--- src/rtl/bcd_stopwatch_ctrl.sv ---
// Stopwatch controller: start/stop/clear/lap sequencing over a chain of cascaded BCD digits,
// with a tick prescaler and a lap register that freezes the displayed value.
module bcd_stopwatch_ctrl #(
  parameter int unsigned TICK_DIV = 10,
  parameter int unsigned NDIG     = 4
) (
  input  logic              clk,
  input  logic              rst,
  input  logic              start,
  input  logic              stop,
  input  logic              clear,
  input  logic              lap,
  output logic [4*NDIG-1:0] digits,
  output logic              running,
  output logic              overflow,
  output logic [1:0]        state
);

  localparam int unsigned   PW   = (TICK_DIV > 1) ? $clog2(TICK_DIV) : 1;
  localparam logic [PW-1:0] PMAX = PW'(TICK_DIV - 1);

  typedef enum logic [1:0] {
    IDLE  = 2'd0,
    RUN   = 2'd1,
    LAP   = 2'd2,
    PAUSE = 2'd3
  } state_t;

  state_t            st, st_nxt;
  logic [PW-1:0]     presc;
  logic [4*NDIG-1:0] cnt, cnt_nxt, lap_q;
  logic              counting, tick, carry, wrap, lap_capture;

  assign counting = (st == RUN) || (st == LAP);
  assign tick     = counting && (presc == PMAX);

  // Ripple carry: digit k advances only when every lower digit sits at 9 on a tick.
  always_comb begin
    cnt_nxt = cnt;
    carry   = tick;
    for (int unsigned k = 0; k < NDIG; k++) begin
      if (carry)
        cnt_nxt[4*k +: 4] = (cnt[4*k +: 4] >= 4'd9) ? 4'd0 : cnt[4*k +: 4] + 4'd1;
      carry = carry && (cnt[4*k +: 4] == 4'd9);
    end
    wrap = carry;
  end

  always_comb begin
    st_nxt      = st;
    lap_capture = 1'b0;
    if (!clear) begin
      case (st)
        IDLE:    if (start) st_nxt = RUN;
        RUN: begin
          if (stop) st_nxt = PAUSE;
          else if (lap) begin
            st_nxt      = LAP;
            lap_capture = 1'b1;
          end
        end
        LAP: begin
          if (stop)     st_nxt = PAUSE;
          else if (lap) st_nxt = RUN;
        end
        PAUSE:   if (start) st_nxt = RUN;
        default: st_nxt = IDLE;
      endcase
    end
  end

  always_ff @(posedge clk or negedge rst) begin
    if (!rst) begin
      st       <= IDLE;
      presc    <= '0;
      cnt      <= '0;
      lap_q    <= '0;
      overflow <= 1'b0;
    end else if (clear) begin
      st       <= IDLE;
      presc    <= '0;
      cnt      <= '0;
      lap_q    <= '0;
      overflow <= 1'b0;
    end else begin
      st  <= st_nxt;
      cnt <= cnt_nxt;
      if (counting) presc <= tick ? '0 : presc + PW'(1);
      if (wrap) overflow <= 1'b1;
      // Lap snapshot takes the pre-increment count of this edge.
      if (lap_capture) lap_q <= cnt;
    end
  end

  assign digits  = (st == LAP) ? lap_q : cnt;
  assign running = counting;
  assign state   = st;

endmodule

--- config.mk ---
export PLATFORM = sky130hd
export DESIGN_NAME = bcd_stopwatch_ctrl
export DESIGN_NICKNAME = d
export VERILOG_FILES = /design/src/rtl/bcd_stopwatch_ctrl.sv
export SDC_FILE = /design/constraint.sdc
export NUM_CORES = 1
export LEC_CHECK = 0
export BUFFER_PORTS_ARGS = -buffer_cell sky130_fd_sc_hd__buf_4
export CORE_MARGIN = 2
export CORE_UTILIZATION = 45
export CTS_BUF_LIST = sky130_fd_sc_hd__clkbuf_16
export DETAILED_ROUTE_END_ITERATION = 10
export MAX_ROUTING_LAYER = met4
export SLEW_MARGIN = 10
export SYNTH_ARGS = -nofsm -noshare
export SYNTH_HDL_FRONTEND = slang
export SYNTH_SLANG_ARGS = --single-unit
--- constraint.sdc ---
create_clock -name clk -period 3 [get_ports clk]
set_input_delay 0.6 -clock clk [delete_from_list [all_inputs] [get_ports clk]]
set_output_delay 0.6 -clock clk [all_outputs]
set_load 0.05 [all_outputs]
* After elaboration in Yosys (flattened, before gate mapping)
Index checks and enable logic that the tools add are counted.
Operators by class: add/subtract/negate cells 5, magnitude comparators 4, equality and inequality tests 11, mux-type cells 28, reductions and logical operators 16
Operators with widths (count):
- two-way mux 16 bit | 4
- two-way mux 4 bit | 11
- adder 4 x 1 -> 4 bit, second input constant | 5
- == test 4 bit, second input constant | 5
- greater-or-equal comparator 4 bit, second input constant | 4
- nonzero test 2 bit | 7
- two-way mux 2 bit | 6
- inequality test 4 bit, second input constant | 2
- two-way mux 1 bit | 6
- one-hot mux 2 bit (3 select lines) | 1
- logical AND 1 bit | 5
- == test 2 bit, second input constant | 2
- inequality test 3 x 1 -> 1 bit, second input constant | 1
- AND reduction 3 bit | 1
- == test 2 x 1 -> 1 bit, second input constant | 1
- zero test 2 bit | 1
- OR reduction 2 bit | 1
- logical OR 1 bit | 1
Storage, ports and cells: register bits after elaboration 39, bits of input ports 6, output and inout port bits 20, logic and storage cells 72

* Longest topological paths before layout
Gate-level depths: netlist of the first run.
word-level depth 9, gate-level depth with buffers 7, mapped depth without buffers 6

* Worst setup path before layout of the first run
Ideal clock, no wire load.
path type reg2out, start point register st[0], in the netlist state[0], end point output digits[12], data arrival time 2.438 ns, required time 2.400 ns, slack -0.038 ns, stages on the path, launching flop included 6, buffers on the path 2, path through dfrtp_1 -> inv_1 -> ha_1 -> buf_2 -> buf_1 -> o21ai_0
On the way: word-level cells in the longest chain between the ends 2
RTL lines:
- from (decl) | line 29 | state_t st, st_nxt;
- from (signal assigned) | line 86 | st <= st_nxt;
- == test 2 bit | line 95 | assign digits = (st == LAP) ? lap_q : cnt;
- two-way mux 16 bit | line 95
- to (decl) | line 13 | output logic [4*NDIG-1:0] digits,
No other way between the ends.

* Worst setup path after layout of the first run
start point register st[0], in the netlist state[0], end point output digits[2]
Same word-level chain as after synthesis.

==> results of run 1 <==
## placed cells by master (no fill, tap or decap), types with 6 or more instances in the layout
cell type	netlist	routed
sky130_fd_sc_hd__nor2_1	13	13
sky130_fd_sc_hd__o21ai_0	17	17
sky130_fd_sc_hd__dfrtp_1	39	39
sky130_fd_sc_hd__buf_4	0	30
sky130_fd_sc_hd__mux2_2	8	8
sky130_fd_sc_hd__ha_1	17	17
sky130_fd_sc_hd__a22o_1	16	16
sky130_fd_sc_hd__a21oi_1	15	15
sky130_fd_sc_hd__nand3_1	6	6
sky130_fd_sc_hd__inv_1	19	20
sky130_fd_sc_hd__nand2_1	25	25
## worst min-delay path by stage
stage	start	to	cells past startpoint	slack, ps
after floorplan	rst	cnt[0]$_DFFE_PN0P_	0	300
after global placement	lap_q[15]$_DFFE_PN0P_	lap_q[15]$_DFFE_PN0P_	1	480
after detailed placement	overflow$_DFFE_PN0P_	overflow$_DFFE_PN0P_	1	490
after CTS	rst	cnt[5]$_DFFE_PN0P_	1	320
after global routing	rst	lap_q[6]$_DFFE_PN0P_	1	340
final	rst	lap_q[6]$_DFFE_PN0P_	1	300
## per-stage QoR
step | worst slack [ps] | utilization [%]
6_report | 728 | 55.2
5_1_grt | 622 | 55.2
4_1_cts | 709 | 55.2
3_5_place_dp | 791 | 52.4
3_3_place_gp | 864 | 52.4
2_1_floorplan | -38.0 | -
## flip-flops by register name, indices dropped and copies added (netlist names)
register  cells
cnt          16
lap_q        16
presc         4
state         2
overflow      1
## synth_stat cells, types with 3 or more instances
library cell,instances,share of area (%)
sky130_fd_sc_hd__clkbuf_1,5,0.84
sky130_fd_sc_hd__a21oi_1,15,3.4
sky130_fd_sc_hd__o21ai_0,17,3.8
sky130_fd_sc_hd__ha_1,17,9.6
sky130_fd_sc_hd__a31oi_1,3,0.84
sky130_fd_sc_hd__inv_1,19,3.2
sky130_fd_sc_hd__nor2_1,13,2.2
sky130_fd_sc_hd__nand3_1,6,1.4
sky130_fd_sc_hd__dfrtp_1,39,44
sky130_fd_sc_hd__nor3_1,6,1.4
sky130_fd_sc_hd__nand2_1,25,4.2
sky130_fd_sc_hd__a22o_1,16,6.3
sky130_fd_sc_hd__mux2_2,8,4.1
## layer usage
layer	GRT usage (%)	part of all wire (%)	vias up	wire, um
met5	-	0	-	0
met3	3.66	2.5	2	112
met4	4.17	0.57	0	25
met1	26.0	50	800	2190
li1	-	-	866	-
met2	29.1	47	19	2090
## layout make-up
cell class	instances	area, sq um	area share, %
clock buffers	5	125	4.76
repair buffers	30	225	8.58
multi-input cells	161	1130	43.2
well taps	67	83.8	3.19
flip-flops and latches	39	976	37.2
inverters	19	71.3	2.72
clock inverters	3	11.3	0.429
## power by group
part           internal [mW]  switching (mW)  total, mW
logic                  0.151           0.282      0.434
registers              0.553          0.0338      0.587
clock network          0.299           0.186      0.485
## critical path, stage by stage, from the launching register on
cell	delay, ps
sky130_fd_sc_hd__dfrtp_1	420
sky130_fd_sc_hd__inv_1	80
sky130_fd_sc_hd__ha_1	160
sky130_fd_sc_hd__buf_4	200
sky130_fd_sc_hd__mux2_2	360
sky130_fd_sc_hd__buf_4	190
## kinds of logic after synthesis
logic type / Yosys count / share of synthesized area (%)
AO/OA/AOI/OAI: 65 / 19.5
XOR/XNOR: 1 / 0.394
adder cells (fa/ha/maj): 17 / 9.57
buffers and inverters: 29 / 5.35
flip-flops: 39 / 43.9
multiplexers: 8 / 4.05
AND/OR/NAND/NOR: 70 / 17.2
==> out/qor.yml, run 1 <==
status: "finished, final reports clean"
worst-path-max-fanout: 13
rsz0062_at_grt: "no"
layout-area-overhead-vs-synth_pct: 18.1
clock_pin_slew_of_the_registers_on_the_worst_case_setup_and_hold_paths_ps: 50
worst-r2r-cell-count: 6
cts_setup_buffers: 0
h-tree-depth: 2
post_route_cells_drive_above_1_share_pct: 20.2
final_slew_violations: 0
worst_pin_slew_ps: 873
antenna_cells: 0
clockRootBuffer: "sky130_fd_sc_hd__clkbuf_16"
tns_ps: 0
timing_hold_violations_final: 0
track_usage_pct: 18.8
synth_sequential_area_ratio_pct: 43.9
max_clock_freq_ghz: 0.440
port_buffers: 25
cts_inserted_buffers: 5
synth_enable_flop_cells: 0
avgSynthCellArea_sq_um: 9.71
totalPowerFinal_mw: 1.51
ys_warns: 0
detailroute.via_count: 1687
post_drt_wl_per_cell_um: 13.6
finalNonFillerCells: 324
clock_skew_ps: 2.25
critPathLaunch: "state[0]$_DFFE_PN0P_"
detail-route-antenna-nets: 0
post_synth_instance_area_sq_um: 2220
place_inst: 316
cts.repair.resized: 0
final_cell_area_sq_um: 2630
syn_inst: 229
placement_rows: 25
cp_data_required_time_ps: 2400
slew-limit-headroom_pct: 41.5
drtIter0Drc: 101
syn-num-nets: 252
finalWorstPathRequiredPeriod_ps: 2270
via_density_per_instance: 5.21
hold-worst-slack_ps: 297
wire_length_of_the_first_global_routing_pass_um: 7760
drc_errors: 0
die_y_um: 74.3
worstSetupEndpoint: "digits[2]"
firstDrtPassIters: 4
ir_worst_vdd_v: 0.000346
hold_path.class: "input port to async pin"
place.gp.congestion: 0.797
synth-main-ff-cell: "sky130_fd_sc_hd__dfrtp_1"
final_nets: 279
grt_max_degree: 40
cts-hold-fix-buffers: 0
initial_utilization_pct: 46.8
clock_sinks: 39
first_global_vias: 1630
ys_types: 45
placed_area_sq_um: 2490
clk_latency_ps: 270
timing.final.crit_share_pct: 75.7
postRouteWirelength_um: 4410
worst_r2r_startpoint: "state[0]$_DFFE_PN0P_"
ys_seq_elements: 39
setup_crit_end_kind: "output port"
die-width_um: 74.3
placeableCoreArea_sq_um: 4750
gr-total-overflow: 0
die_area_sq_um: 5520
worst-r2r-setup-slack_ps: 810
setup_viol: 0
drv.max_cap_violation_count: 0
cellLeakagePower_nw: 1.26
critPathLaunchType: "flop"
worst_r2r_endpoint: "cnt[13]$_DFFE_PN0P_"
max-clock-path-buffers: 2
worstSetupPathType: "flop to output port"
power_density_nw_per_um2: 573
io_pins: 26
fill_cells: 454
post-dp-hpwl_um: 3070
grt_antenna_before_repair: 0
asr_flop_ratio_synth_pct: 100
worst_ep_arrival_time_ps: 1670
clock_tree_from_tritoncts: "done"
Power figures use the tool's default switching activity.
==> inputs of run 2 (changes only) <==
--- a/config.mk
+++ b/config.mk
@@ -5,12 +5,14 @@
 export SDC_FILE = /design/constraint.sdc
 export NUM_CORES = 1
 export LEC_CHECK = 0
+export ABC_AREA = 1
 export BUFFER_PORTS_ARGS = -buffer_cell sky130_fd_sc_hd__buf_4
 export CORE_MARGIN = 2
 export CORE_UTILIZATION = 45
 export CTS_BUF_LIST = sky130_fd_sc_hd__clkbuf_16
 export DETAILED_ROUTE_END_ITERATION = 10
 export MAX_ROUTING_LAYER = met4
+export PLACE_DENSITY = 0.66
 export SLEW_MARGIN = 10
 export SYNTH_ARGS = -nofsm -noshare
 export SYNTH_HDL_FRONTEND = slang
==> constraint.sdc (replaced) <==
create_clock -name clk -period 2.08 [get_ports clk]
set_input_delay 0.416 -clock clk [delete_from_list [all_inputs] [get_ports clk]]
set_output_delay 0.416 -clock clk [all_outputs]
set_load 0.05 [all_outputs]
==> out/qor.yml, run 2 <==
setup_crit_end_kind: "output port"
critPathLaunch: "state[0]$_DFFE_PN0P_"
final_slew_violations: 0
die_y_um: 75.2
grt_use_met1_pct: 27.0
synthMostInstantiatedCell: "sky130_fd_sc_hd__nand2_1"
worst_r2r_endpoint: "cnt[6]$_DFFE_PN0P_"
layout_top_registers: "cnt x16, lap_q x16, presc x4"
dp_slack_ps: 273
cellLeakagePower_nw: 1.42
timing.critical_path.slowest_stage_cell: "sky130_fd_sc_hd__dfrtp_2"
synth.cells.most_frequent: "sky130_fd_sc_hd__nand2_1 (52), sky130_fd_sc_hd__o21ai_0 (43), sky130_fd_sc_hd__dfrtp_1 (39)"
timing.critical_path.cells: "inv_1 > ha_4 > buf_12 > buf_4 > o21ai_4 > buf_4"
worst-r2r-setup-slack_ps: 380
critPathLaunchType: "flop"
layout_common_cells: "sky130_fd_sc_hd__nand2_1 (52), sky130_fd_sc_hd__dfrtp_1 (38), sky130_fd_sc_hd__buf_4 (32)"
synth_sequential_area_ratio_pct: 42.7
worstSetupPathType: "flop to output port"
cts-hold-fix-buffers: 0
setup_viol: 0
h-tree-depth: 2
ys_warns: 0
ys_seq_elements: 39
critical-path-top-delay-family: "buffers and inverters"
number_of_logic_stages_on_the_critical_path_including_buffering: 6
rsz0062_at_grt: "no"
grt_antenna_before_repair: 0
place.gp.congestion: 0.797
synth_enable_flop_cells: 0
clk_latency_ps: 280
post_drt_wl_per_cell_um: 13.2
die-width_um: 75.2
final_nets: 331
clock_sinks: 39
worst_r2r_startpoint: "state[0]$_DFFE_PN0P_"
worst-r2r-cell-count: 6
placement_rows: 25
grtUsageMet3_pct: 4.42
port_buffers: 25
io_pins: 26
track_usage_pct: 20.3
drv.max_cap_violation_count: 0
grt_max_degree: 40
worst-path-max-fanout: 19
post_route_cells_drive_above_1_share_pct: 23.0
detailroute.via_count: 1925
critical_path.max_stage_delay_ps: 410
max-clock-path-buffers: 2
post_synth_instance_area_sq_um: 2280
detail-route-antenna-nets: 0
firstDrtPassIters: 4
post-dp-hpwl_um: 3580
clock_pin_slew_of_the_registers_on_the_worst_case_setup_and_hold_paths_ps: 50
first_global_vias: 1835
synth-main-ff-cell: "sky130_fd_sc_hd__dfrtp_1"
timing.final.crit_share_pct: 96.5
slew-limit-headroom_pct: 64.2
yosysTopAreaCell: "sky130_fd_sc_hd__dfrtp_1"
worst_pin_slew_ps: 535
cp.buffers_inverters: 4
status: "finished, final reports clean"
gr-max-usage-layer: "met2"
finalWorstPathRequiredPeriod_ps: 2010
cts_inserted_buffers: 5
placeableCoreArea_sq_um: 4820
layout-area-overhead-vs-synth_pct: 27.1
clock_tree_from_tritoncts: "done"
power_density_nw_per_um2: 747
initial_utilization_pct: 47.4
clockRootBuffer: "sky130_fd_sc_hd__clkbuf_16"
ys_types: 28
timing_hold_violations_final: 0
synth_top_area_share_pct: 42.7
postRouteWirelength_um: 4980
gr-total-overflow: 0
worstSetupEndpoint: "digits[10]"
wire_length_of_the_first_global_routing_pass_um: 8450
global_route.usage.met2_pct: 31.7
worst_ep_arrival_time_ps: 1590
ys_top_cells_by_area: "sky130_fd_sc_hd__dfrtp_1 (43%), sky130_fd_sc_hd__o21ai_0 (9.4%), sky130_fd_sc_hd__ha_1 (9.3%)"
mostFrequentLayoutCell: "sky130_fd_sc_hd__nand2_1"
max_clock_freq_ghz: 0.498
syn-num-nets: 298
syn_inst: 275
worst_slack_ps: 72.7
cp_data_required_time_ps: 1660
antenna_cells: 0
clock_skew_ps: 4.57
ir_worst_vdd_v: 0.000471
die_area_sq_um: 5660
asr_flop_ratio_synth_pct: 100
hold_path.class: "input port to async pin"
avgSynthCellArea_sq_um: 8.30
drc_errors: 0
critical-path-top-cell-by-count: "sky130_fd_sc_hd__buf_4"
via_density_per_instance: 5.12
totalPowerFinal_mw: 2.17
drtIter0Drc: 87
-- run 2: cell count changes after synthesis, sizes merged, moves of 5 or more --
cell / delta
xor2: +7
inv: +11
mux2: -5
a21oi: -7
nor3: -6
nand2: +30
o21ai: +28
a22o: -16
nand3: +26
-- run 2: how the worst min path moves through the flow --
| stage | to | slack (ps) | depth (start not counted) |
|---|---|---|---|
| 2_1_floorplan | cnt[0]$_DFFE_PN0P_ | 120 | 0 |
| 3_3_place_gp | presc[1]$_DFFE_PN0P_ | 420 | 1 |
| 3_5_place_dp | presc[3]$_DFFE_PN0P_ | 430 | 1 |
| 4_1_cts | lap_q[11]$_DFFE_PN0P_ | 130 | 1 |
| 5_1_grt | presc[0]$_DFFE_PN0P_ | 140 | 1 |
| 6_report | presc[3]$_DFFE_PN0P_ | 110 | 1 |
-- run 2: cell type report --
| class | instances | area [sq um] |
|---|---|---|
| Clock buffer | 5 | 125 |
| Clock inverter | 3 | 12.5 |
| Fill cell | 448 | 1920 |
| Inverter | 32 | 121 |
| Multi-Input combinational cell | 194 | 1280 |
| Sequential cell | 39 | 977 |
| Tap cell | 67 | 83.8 |
| Timing Repair Buffer | 36 | 303 |
-- run 2: per-stage QoR --
step,TNS [ps],utilization (%),hold slack [ps],area [sq um],std cells
finish,0,60.2,105,2900,376
global route,0,60.2,142,2900,376
CTS,0,59.1,129,2850,371
detailed placement,0,56.2,426,2710,363
global placement,0,56.2,420,2710,363
floorplan,-413,-,120,2420,275
-- run 2: routing by layer --
metal,vias to the layer above,wire (um)
li1,968,-
met1,920,2350
met2,33,2450
met3,4,135
met4,0,38
met5,-,0
-- run 2: kinds of logic (layout without fill, tap and decap cells) --
logic type | after synthesis | after routing | synth area share, %
AND/OR/NAND/NOR | 108 | 108 | 22.9
AO/OA/AOI/OAI | 58 | 58 | 13.1
buffers and inverters | 42 | 76 | 7.40
flip-flops | 39 | 39 | 42.7
adder cells (fa/ha/maj) | 17 | 17 | 9.31
XOR/XNOR | 8 | 8 | 3.07
multiplexers | 3 | 3 | 1.48
-- run 2: where the power goes --
group	switching (mW)	leakage (nW)	internal [mW]
Combinational	0.395	0.809	0.226
Sequential	0.0404	0.540	0.793
Clock	0.280	0.0762	0.433
-- run 2: what timing repair did --
action,in CTS,in global routing
buffers inserted,0,5
resized for setup,0,3
setup endpoints to repair,0,12
-- run 2: worst register-to-register path: cells and delay by family, from the launching register on --
kind / cells / cell delay, ps
compound gates: 2 / 540
flops: 1 / 440
simple gates: 2 / 260
fa+ha+maj: 1 / 220
buf+inv: 1 / 110
